==> config.mk <==
export PLATFORM = sky130hd
export DESIGN_NAME = fetch_stage
export DESIGN_NICKNAME = d
export VERILOG_FILES = /design/src/rtl/fetch_stage.sv
export SDC_FILE = /design/constraint.sdc
export NUM_CORES = 1
export LEC_CHECK = 0
export ABC_AREA = 1
export BUFFER_PORTS_ARGS = -buffer_cell sky130_fd_sc_hd__buf_2
export CORE_MARGIN = 2
export CORE_UTILIZATION = 42
export DETAILED_ROUTE_END_ITERATION = 8
export RECOVER_POWER = 50
export SLEW_MARGIN = 20
export SYNTH_ARGS = -nofsm -noshare
export SYNTH_HDL_FRONTEND = slang
export SYNTH_SLANG_ARGS = --single-unit
==> constraint.sdc <==
create_clock -name i_clk -period 1.7 [get_ports i_clk]
set_input_delay 0.17 -clock i_clk [delete_from_list [all_inputs] [get_ports i_clk]]
set_output_delay 0.17 -clock i_clk [all_outputs]
set_load 0.01 [all_outputs]
==> src/rtl/fetch_stage.sv <==
// fetch_stage: PC, ready/ack imem port, one-entry fetch buffer, IF/ID reg.
// A redirect during an unacked fetch drains that request in DROP.
module fetch_stage #(
  parameter logic [31:0] RESET_PC  = 32'h0000_0000,
  parameter logic [31:0] NOP_INSTR = 32'h0000_0013
) (
  input  logic        i_clk,
  input  logic        i_reset,
  input  logic        i_enable_pc,
  input  logic        i_enable_if,
  input  logic        i_reset_if,
  input  logic        i_pc_sel,
  input  logic [31:0] i_alu_data,
  output logic        o_imem_req,
  output logic [31:0] o_imem_addr,
  input  logic        i_imem_ack,
  input  logic [31:0] i_imem_rdata,
  output logic [31:0] o_instr_id,
  output logic [31:0] o_pc_id,
  output logic        o_valid_id,
  output logic        o_fetch_stall
);

  typedef enum logic [1:0] {
    FETCH,
    HOLD,
    DROP
  } state_e;

  state_e      state_q;
  logic [31:0] pc_q;
  logic [31:0] stale_q;
  logic [31:0] buf_q;
  logic [31:0] buf_pc_q;
  logic [31:0] instr_q;
  logic [31:0] pc_id_q;
  logic        valid_q;

  logic [31:0] target;
  logic        accept;
  logic        flush;
  logic        unused_alu_lsb;

  assign target = {i_alu_data[31:2], 2'b00};
  assign unused_alu_lsb = ^i_alu_data[1:0];
  assign accept = (state_q == HOLD)
                & i_enable_if & i_enable_pc;
  assign flush = ~i_reset_if | i_pc_sel;

  assign o_imem_req = ~i_reset
                    & (state_q != HOLD);
  assign o_imem_addr = (state_q == DROP)
                     ? stale_q : pc_q;
  assign o_fetch_stall = i_enable_if & i_reset_if
                       & ~i_pc_sel
                       & (state_q != HOLD);

  assign o_instr_id = instr_q;
  assign o_pc_id    = pc_id_q;
  assign o_valid_id = valid_q;

  always_ff @(posedge i_clk) begin
    if (i_reset) begin
      state_q  <= FETCH;
      pc_q     <= RESET_PC;
      stale_q  <= '0;
      buf_q    <= '0;
      buf_pc_q <= '0;
      instr_q  <= NOP_INSTR;
      pc_id_q  <= '0;
      valid_q  <= 1'b0;
    end else begin
      if (flush) begin
        instr_q <= NOP_INSTR;
        pc_id_q <= '0;
        valid_q <= 1'b0;
      end else if (i_enable_if) begin
        if (accept) begin
          instr_q <= buf_q;
          pc_id_q <= buf_pc_q;
          valid_q <= 1'b1;
        end else begin
          instr_q <= NOP_INSTR;
          pc_id_q <= '0;
          valid_q <= 1'b0;
        end
      end

      if (i_pc_sel) begin
        pc_q <= target;
        unique case (state_q)
          FETCH: begin
            // keep the old address on the bus until memory acks it
            if (!i_imem_ack) begin
              state_q <= DROP;
              stale_q <= pc_q;
            end
          end
          HOLD:    state_q <= FETCH;
          default: state_q <= DROP;
        endcase
      end else begin
        unique case (state_q)
          FETCH: begin
            if (i_imem_ack) begin
              buf_q    <= i_imem_rdata;
              buf_pc_q <= pc_q;
              state_q  <= HOLD;
            end
          end
          HOLD: begin
            if (accept) begin
              pc_q    <= pc_q + 32'd4;
              state_q <= FETCH;
            end
          end
          default: begin
            if (i_imem_ack) state_q <= FETCH;
          end
        endcase
      end
    end
  end

endmodule

==> metrics.md <==
| Metric | Value |
|---|---|
| Share of Yosys cell area claimed by the top area cell type | `between 40% and 50%` |
| Crit path capture type | `output port` |
| Initial core utilization | `between 40 and 50%` |
| Fin nets | `about 1300` |
| Synth Register Bits | `187` |
| Final Cycle Share | `102%` |
| DR WL/cell | `between 10 and 15 um` |
| H-tree levels | `4` |
| GP Congestion | `0.860` |
| Endpoints failing hold | `0` |
| Min cycle time layout | `approximately 1.7 ns` |
| Worst r2r path cells | `9` |
| Leakage | `3.99 nW` |
| Synth unique cells | `29` |
| Area Overhead vs Synth | `32.5%` |
| Yosys warning count | `0` |
| Reg clk slew, reported paths | `about 0.070 ns` |
| Top Ports | `170` |
| Failing checks | `setup timing` |
| Clk_lat worst skew | `roughly 0.43 ns` |
| First-pass GRT wire length | `~35000 um` |
| Syn Area/Cell | `7.10 um^2` |
| Post-Synthesis Cell Area | `between 0.007 and 0.008 mm^2` |
| Initial DRC Count | `between 400 and 500` |
| Wl on met1 | `a little over 10000 um` |
| Gr usage total | `between 20% and 30%` |
| Antenna violations before repair | `2` |
| Hold Slack | `approximately 0.022 ns` |
| Highest Clock Rate | `between 0.5 and 0.6 GHz` |
| CTS tree | `built` |
| Final worst setup slack | `-0.0357 ns` |
| Clock root cell | `clkbuf_16` |
| Fillers | `between 1500 and 2000` |
| Largest fanout on the critical path | `7` |
| Largest net degree at the start of global routing | `70` |
| CP Data Required Time | `between 1.5 and 2 ns` |
| Ys flop type | `dfxtp_1` |
| Max transition margin | `about 66%` |
| DRT Pass-1 Iters | `5` |
| DR top layer | `met4` |
| Max_cap viols | `0` |
| Place WS | `about 0.042 ns` |
| Unrepaired setup endpoints after global routing | `yes` |
| Post-synth EDFFs | `0` |
| Hold path depth | `3` |
| Tightest Pin Transition | `just over 0.5 ns` |
| Hold Crit Class | `in2reg` |
| Grt ovf | `0` |
| Count leader, synth | `nand2_1` |
| Final Max Slew Viols | `0` |
| Max VDD drop | `~730 uV` |
| Drt drc | `0` |
| Routed wl met3 | `between 900 and 1000 um` |
| Power per Cell Area | `~1000 mW/mm^2` |
| Vias in the first global route | `between 6000 and 7000` |
| Classification of the worst setup path | `reg2out` |
| Most common library cells after synthesis | `nand2_1 (248), dfxtp_1 (187), a21oi_1 (167)` |
| Chip Height | `about 140 um` |
| Die Width | `139 um` |
| Area contributors post-synth | `dfxtp_1 (49%), nand2_1 (12%), a21oi_1 (11%), o21ai_0 (7.9%), nor2_1 (7.5%)` |
| Die area | `just under 0.02 mm^2` |
| DR WL met2 | `approximately 10000 um` |
| Core Box Area | `between 0.015 and 0.02 mm^2` |
| Total number of vias | `about 7500` |
| Drt total wl | `22100 um` |
| FP Rows | `between 40 and 50` |
| Multi-input logic area | `roughly 0.0036 mm^2` |
| Worst Skew | `just under 0.01 ns` |
| Final ANT Viol Nets | `0` |
| Yosys top cell by area | `dfxtp_1` |
| Post-Synthesis Cells | `roughly 1100` |
| Via density | `4.96` |
| CTS sink cnt | `approximately 190` |
| Number of I/O port buffers | `around 160` |
| Post-synth ARST share | `0%` |
| Sequential element share of the synthesized area | `about half` |
| Max Root-Sink Buffers | `2` |
| Register Area | `between 0.003 and 0.004 mm^2` |
| Placed wire-length estimate | `approximately 14000 um` |
| Total clock buffers created by CTS | `17` |
| Status | `finished, violations left` |
| CP Data Arrival Time | `1.57 ns` |
| Share of layout cells above drive strength 1 | `about 18%` |
| Startpoint Class | `register` |
| Final setup vio count | `5` |
[final cells by class]
type	count	area share, %
Antenna cell	2	0.0494
Clock buffer	21	4.64
Clock inverter	9	1.35
Inverter	65	2.48
Multi-Input combinational cell	760	35.5
Sequential cell	187	37.0
Tap cell	229	2.83
Timing Repair Buffer	241	16.1
[sequential cells by signal, summed over array words and instances (netlist names)]
| register | flops |
|---|---|
| buf_pc_q | 30 |
| o_pc_id | 30 |
| buf_q | 32 |
| state_q | 2 |
| stale_q | 30 |
| pc_q | 30 |
| o_valid_id | 1 |
| o_instr_id | 32 |
[layer usage]
| layer | GRT usage, % | vias up |
|---|---|---|
| li1 | - | 3884 |
| met1 | 30.6 | 3417 |
| met2 | 34.9 | 179 |
| met3 | 4.66 | 34 |
| met4 | 8.13 | 0 |
| met5 | 0 | - |
[cells by family after synthesis]
logic type,share of synthesized area [%]
and+or+nand+nor,23.1
muxes,0.442
xor gates and xnor gates,0.573
other,0.0491
AOI/OAI and AO/OA,19.8
adders and majority gates,0.164
DFF,49.0
buffers and inverters,6.93
[path summary, 6_finish.rpt]
path	slack, ns	endpoint	from
worst max register to register	0.10	pc_q[16]	state_q[0]
worst min-delay path	0.02	pc_q[4]	i_alu_data[4]
worst min register to register	0.45	o_pc_id[3]	buf_pc_q[3]
worst max-delay path	-0.04	o_imem_addr[3]	state_q[0]
[per-stage QoR]
| stage | util (%) | power [mW] | TNS [ns] | cell area (um^2) | instances |
|---|---|---|---|---|---|
| 3_3_place_gp | 49.2 | 5.82 | 0 | 8810 | 1438 |
| 2_1_floorplan | - | 5.41 | 0 | 7650 | 1080 |
| 3_5_place_dp | 49.2 | 5.83 | 0 | 8810 | 1438 |
| 4_1_cts | 55.4 | 10.1 | -0.0417 | 9910 | 1506 |
| 5_1_grt | 56.6 | 10.5 | -0.836 | 10100 | 1514 |
| 6_report | 56.6 | 10.1 | -0.0951 | 10100 | 1514 |
[critical path, cell delays in order (launching register included)]
cell and delay [ns]:
dfxtp_2 0.34, inv_2 0.06, nand2_4 0.11, buf_12 0.15
mux2_2 0.35, buf_6 0.13
[placed cells by master, fill, tap and decap left out, types with 3 or more instances in the layout]
cell / n
a21oi_2: 9
nand2_1: 246
nor2_1: 132
xor2_1: 4
buf_6: 9
buf_4: 33
bufinv_16: 3
clkinv_2: 3
clkbuf_8: 3
buf_12: 9
a21oi_4: 5
dfxtp_1: 186
conb_1: 4
a31oi_1: 5
o21ai_0: 120
nor2_2: 13
nand3_1: 36
nor3_1: 3
inv_1: 58
dlygate4sd3_1: 32
a21oi_1: 153
nor2_4: 11
buf_2: 91
o22ai_1: 4
inv_2: 3
clkbuf_16: 19
clkbuf_1: 64
[where the power goes]
group	internal, mW	leakage, nW	switching, mW
Sequential	4.60	1.53	0.129
Clock	2.43	0.297	1.69
Combinational	0.540	2.17	0.732
Total	7.57	3.99	2.55
[repair_timing]
action | in CTS | in global routing
buffers inserted | 5 | 4
hold buffers | 32 | 0
endpoints found under the setup margin | 23 | 47
pin swaps | 0 | 11
gates cloned | 1 | 2
hold endpoints to repair | 32 | 0
gates resized for setup | 22 | 56
Note: power is estimated with default switching activity, not from simulation.
